**src/rtl/snn_pkg.sv**
```systemverilog
// Shared types and default sizes for the tiny SNN: the decoder FSM state
// and the widths shared between the neuron array and its readout stage.
package snn_pkg;

    localparam int SPIKE_BUS_W = 4;
    localparam int CNT_W_DEF   = 8;
    localparam int WINDOW_DEF  = 255;
    localparam int WIN_CNT_W   = 16;

    typedef enum logic [1:0] {
        IDLE  = 2'd0,
        COUNT = 2'd1,
        HOLD  = 2'd2
    } dec_state_t;

endpackage

```
**src/rtl/spike_argmax.sv**
```systemverilog
// Combinational argmax over a packed bank of unsigned rate counts.
// Ties go to the lowest channel index. An all-zero bank gives winner 0.
module spike_argmax #(
    parameter int NUM_CH = 4,
    parameter int CNT_W  = 8,
    parameter int IDX_W  = $clog2(NUM_CH)
) (
    input  logic [NUM_CH*CNT_W-1:0] counts,
    output logic [IDX_W-1:0]        winner,
    output logic                    any_spike
);

    logic [CNT_W-1:0] best;

    always_comb begin
        // NOTE: blocking assignments, because best is updated and then read
        // again later in the same pass; defaults come first so nothing latches.
        best      = counts[CNT_W-1:0];
        winner    = '0;
        any_spike = 1'b0;
        for (int i = 0; i < NUM_CH; i++) begin
            // Strict greater-than keeps the earliest index on a tie.
            if (counts[i*CNT_W +: CNT_W] > best) begin
                best   = counts[i*CNT_W +: CNT_W];
                winner = IDX_W'(i);
            end
            if (counts[i*CNT_W +: CNT_W] != '0) begin
                any_spike = 1'b1;
            end
        end
    end

endmodule

```
**src/rtl/spike_rate_decoder.sv**
```systemverilog
// Readout stage: counts spikes per channel over a fixed window, then holds the
// counts, the winning channel and saturation flags behind a valid/ready port.
module spike_rate_decoder
    import snn_pkg::*;
#(
    parameter int NUM_CH = SPIKE_BUS_W,
    parameter int WINDOW = WINDOW_DEF,
    parameter int CNT_W  = CNT_W_DEF,
    parameter int IDX_W  = $clog2(NUM_CH)
) (
    input  logic                    clk,
    input  logic                    rst,
    input  logic                    en,
    input  logic [NUM_CH-1:0]       spike_in,
    input  logic                    out_ready,
    output logic                    out_valid,
    output logic [NUM_CH*CNT_W-1:0] counts_out,
    output logic [IDX_W-1:0]        winner,
    output logic                    any_spike,
    output logic [NUM_CH-1:0]       sat,
    output logic                    busy
);

    localparam logic [CNT_W-1:0]     CNT_MAX     = '1;
    localparam logic [WIN_CNT_W-1:0] LAST_SAMPLE = WIN_CNT_W'(WINDOW - 1);

    dec_state_t             state, state_next;
    logic [NUM_CH*CNT_W-1:0] cnt, cnt_next;
    logic [NUM_CH-1:0]      sat_acc, sat_next;
    logic [WIN_CNT_W-1:0]   window_cnt;
    logic [IDX_W-1:0]       win_next;
    logic                   any_next;
    logic                   window_end;
    logic                   handshake;

    assign window_end = (window_cnt == LAST_SAMPLE);
    assign handshake  = out_valid & out_ready;
    assign busy       = (state == COUNT);

    // Counts as they will be after this edge's sample, so the window's final
    // spike is already included when the result is latched.
    always_comb begin
        cnt_next = cnt;
        sat_next = sat_acc;
        for (int i = 0; i < NUM_CH; i++) begin
            if (spike_in[i]) begin
                if (cnt[i*CNT_W +: CNT_W] == CNT_MAX) begin
                    sat_next[i] = 1'b1;
                end else begin
                    cnt_next[i*CNT_W +: CNT_W] = cnt[i*CNT_W +: CNT_W] + CNT_W'(1);
                end
            end
        end
    end

    spike_argmax #(
        .NUM_CH (NUM_CH),
        .CNT_W  (CNT_W),
        .IDX_W  (IDX_W)
    ) u_argmax (
        .counts    (cnt_next),
        .winner    (win_next),
        .any_spike (any_next)
    );

    always_comb begin
        state_next = state;
        case (state)
            IDLE:    if (en) state_next = COUNT;
            COUNT: begin
                if (!en)             state_next = IDLE;
                else if (window_end) state_next = HOLD;
            end
            HOLD:    if (handshake) state_next = en ? COUNT : IDLE;
            default: state_next = IDLE;
        endcase
    end

    // NOTE: sequential state uses non-blocking assignments so every register
    // samples the pre-edge values, independent of statement order.
    always_ff @(posedge clk or posedge rst) begin
        if (rst) state <= IDLE;
        else     state <= state_next;
    end

    always_ff @(posedge clk or posedge rst) begin
        if (rst) begin
            cnt        <= '0;
            sat_acc    <= '0;
            window_cnt <= '0;
            out_valid  <= 1'b0;
            counts_out <= '0;
            winner     <= '0;
            any_spike  <= 1'b0;
            sat        <= '0;
        end else begin
            case (state)
                IDLE: begin
                    if (en) begin
                        cnt        <= '0;
                        sat_acc    <= '0;
                        window_cnt <= '0;
                    end
                end
                COUNT: begin
                    // An abort simply leaves; IDLE clears everything on restart.
                    if (en) begin
                        cnt        <= cnt_next;
                        sat_acc    <= sat_next;
                        window_cnt <= window_cnt + WIN_CNT_W'(1);
                        if (window_end) begin
                            counts_out <= cnt_next;
                            sat        <= sat_next;
                            winner     <= win_next;
                            any_spike  <= any_next;
                            out_valid  <= 1'b1;
                        end
                    end
                end
                HOLD: begin
                    if (handshake) begin
                        out_valid  <= 1'b0;
                        cnt        <= '0;
                        sat_acc    <= '0;
                        window_cnt <= '0;
                    end
                end
                default: ;
            endcase
        end
    end

endmodule

```
**config.mk**
```make
export PLATFORM = sky130hd
export DESIGN_NAME = spike_rate_decoder
export DESIGN_NICKNAME = d
export VERILOG_FILES = /design/src/rtl/snn_pkg.sv /design/src/rtl/spike_argmax.sv /design/src/rtl/spike_rate_decoder.sv
export SDC_FILE = /design/constraint.sdc
export NUM_CORES = 1
export LEC_CHECK = 0
export CAP_MARGIN = 15
export CORE_AREA = 3 3 127 154
export DETAILED_ROUTE_END_ITERATION = 10
export DIE_AREA = 0 0 130 157
export GPL_TIMING_DRIVEN = 0
export PLACE_DENSITY = 0.49
export SLEW_MARGIN = 30
export SYNTH_ARGS = -nofsm -noshare
export SYNTH_HDL_FRONTEND = slang
export SYNTH_SLANG_ARGS = --single-unit
```
**constraint.sdc**
```tcl
create_clock -name clk -period 6.9 [get_ports clk]
set_input_delay 1.035 -clock clk [delete_from_list [all_inputs] [get_ports clk]]
set_output_delay 1.035 -clock clk [all_outputs]
set_load 0.005 [all_outputs]
```
==> flow_summary.toml <==
[worst_hold_path]
hp-class = "register to register"

[clocking]
cts_hold_buffers = 0
clk_pin_slew_ns = 0.07
insertion_delay_ns = 0.35
clock_sinks = 94
cts_buffer_depth = 2
cts_tree = "yes"
htreeDepth = 3
root_buffer = "clkbuf_16"
cts_buffers = 9

[worst_setup_path]
crit_path_end_kind = "register"
cp-start-kind = "input port"
crit_path_top_delay_cell = "or3b_1"
path_max_fanout = 7
crit_type = "input port to register"
cp.arrival_ns = 6.67
worstPathRequired_ns = 7.13
max_stage_delay_ns = 0.44
path_common_cell = "o21a_1"

[synthesis]
syn_nets = 651
synth.distinct_cells = 50
yosysSeqAreaShare = 0.4352
syn_inst = 614
synth-main-ff-cell = "dfrtp_1"
synth_seq_cells = 94
avgSynthCellArea_sq_um = 8.803
synth-async-reset-ratio = 1.000
synth_enable_flop_cells = 0
yosys_warnings = 0
synth_area_sq_um = 5405

[floorplan]
die-height_um = 157
start_util = 0.2974
ios = 49
die_w_um = 130
dieArea_sq_um = 20410
core_area_sq_um = 18170
rows = 54

[drt]
routed_wl_um = 15620
drt_iter0_markers = 313
dr.pass1.iters = 4
ant_nets = 0
drc = 0
wire_per_inst_um = 17.24
routed-via-count = 4646
routed_via_density = 5.128

[power]
power.density_nw_per_um2 = 204.7
irDropWorstVdd_mv = 0.1054
leakagePower_nw = 2.975
power.total_mw = 1.337

[global_routing]
grt_max_degree = 65
grt.total_usage = 0.1609
grt_pass1_wl_um = 25300
first_global_vias = 4744
gr-total-overflow = 0
antenna_found_initial = 0

[sta]
fin_hold_ws_ns = 0.4717
rsz0062_at_grt = "false"
fmax_ghz = 0.1552
setup_violations = 0
min_period_ns = 6.441
worst_slew_pin_slew_ns = 0.8304
finalClockSkew_ns = 0.01282
slew_headroom = 0.4413
drv_slew = 0
hold_violations = 0
period_share = 0.9335

[job]
max_cap_viol_count = 0

[layout]
n_fill_cell = 1845
stdcell_area_sq_um = 6529
nets = 714
diodes = 0
drive_gt1_frac = 0.07771
area_delta_synth_final_pct = 20.79
final_cells = 906

[placed_design]
postPlaceCellArea_sq_um = 6178
io_buffers = 46
gp_congestion = 0.8691
dp.cells = 885
dpl.hpwl_um = 11770

[outcome]
status = "complete, no violations"
## layout make-up
| class | instances | area (sq um) | share of cell area |
|---|---|---|---|
| inverter | 30 | 117.6 | 0.01801 |
| clock inverter | 5 | 60.06 | 0.009199 |
| multi-input combinational | 468 | 2870 | 0.4396 |
| buffer | 21 | 80.08 | 0.01227 |
| clock buffer | 11 | 232.7 | 0.03565 |
| timing repair buffer | 53 | 535.5 | 0.08202 |
| sequential | 94 | 2352 | 0.3603 |
| tap | 224 | 280.3 | 0.04293 |
## logic make-up (layout without fill, tap and decap cells)
group | count (synthesis) | count (layout) | synth area share
AND/OR/NAND/NOR | 253 | 253 | 0.2206
AO/OA/AOI/OAI | 144 | 144 | 0.1650
flip-flops | 94 | 94 | 0.4352
multiplexers | 21 | 21 | 0.04167
buffers and inverters | 52 | 120 | 0.03634
XOR/XNOR | 21 | 21 | 0.03403
adder cells (fa/ha/maj) | 29 | 29 | 0.06713
## sequential cells by signal, indices dropped and copies added (netlist names)
name / count
sat_acc: 4
counts_out: 32
winner: 2
state: 2
cnt: 32
sat: 4
out_valid: 1
window_cnt: 16
any_spike: 1
## routing by layer
metal,share of wire,GRT usage
met1,0.46,0.2124
met2,0.48,0.2654
met3,0.035,0.02037
met4,0.022,0.06733
met5,0,0
## through the flow
step	setup TNS, ns	worst slack (ns)	utilization
after floorplan	0	0.4374	-
after global placement	-1.423	-0.7188	0.3382
after detailed placement	-1.553	-0.7774	0.3399
after CTS	0	0.05068	0.3572
after global routing	0	0.2838	0.3592
final	0	0.4585	0.3592
## timing repair
item | CTS | global route
setup endpoints to repair | 2 | 2
pin swaps | 1 | 1
endpoints found under the hold margin | 0 | 0
cloned | 0 | 0
setup buffers | 3 | 3
resized for setup | 2 | 6
## worst max-delay path, delay by kind of cell
kind | cells | cell delay (ns)
AO/OA/AOI/OAI | 14 | 2.24
AND/OR/NAND/NOR | 6 | 1.36
buffers and inverters | 3 | 0.50
adder cells (fa/ha/maj) | 3 | 0.83
multiplexers | 2 | 0.71
## layout by cell type, fill, tap and decap left out, drive strengths merged, types with 13 or more instances in the layout
cell / synthesis / final
dfrtp: 94 / 94
xor2: 13 / 13
nand3: 22 / 22
clkdlybuf4s50: 0 / 45
o21ai: 77 / 77
nor2: 50 / 50
a21oi: 14 / 14
ha: 29 / 29
inv: 30 / 30
nand4: 20 / 20
nand2: 104 / 104
clkbuf: 20 / 30
## cells in the mapped netlist, drive strengths merged (3+ instances only)
cell,number,area (sq um)
a211oi,4,35.03
a21o,10,75.07
a21oi,14,70.07
a22o,5,43.79
a31oi,5,31.28
and2,4,25.02
and3,10,62.56
and4,5,43.79
clkbuf,20,76.32
dfrtp,94,2352
ha,29,362.9
inv,30,112.6
mux2,12,135.1
mux2i,9,90.09
nand2,104,390.4
nand2b,7,43.79
nand3,22,110.1
nand4,20,125.1
nor2,50,195.2
nor3,11,55.05
nor4,3,18.77
nor4b,3,26.28
o21a,7,52.55
o21ai,77,385.4
o22ai,4,25.02
o31ai,5,37.54
or2,5,31.28
xnor2,8,70.07
xor2,13,113.9
## worst paths after layout
check | startpoint | end | slack (ns) | cells past startpoint
hold / removal | counts_out[23]$_DFFE_PP0P_ | counts_out[23]$_DFFE_PP0P_ | 0.47 | 2
max in group asynchronous | rst | cnt[27]$_DFFE_PP0P_ | 5.23 | 3
hold reg to reg | counts_out[23]$_DFFE_PP0P_ | counts_out[23]$_DFFE_PP0P_ | 0.47 | 2
min in group asynchronous | rst | cnt[2]$_DFFE_PP0P_ | 1.04 | 2
setup / recovery | spike_in[0] | winner[0]$_DFFE_PP0P_ | 0.46 | 28
setup reg to reg | cnt[0]$_DFFE_PP0P_ | winner[0]$_DFFE_PP0P_ | 0.64 | 28
## where the power goes
part	switching, mW	total, mW	internal (mW)
Combinational	0.141	0.262	0.121
Sequential	0.0118	0.571	0.559
Clock	0.222	0.504	0.282
Power figures use the tool's default switching activity.
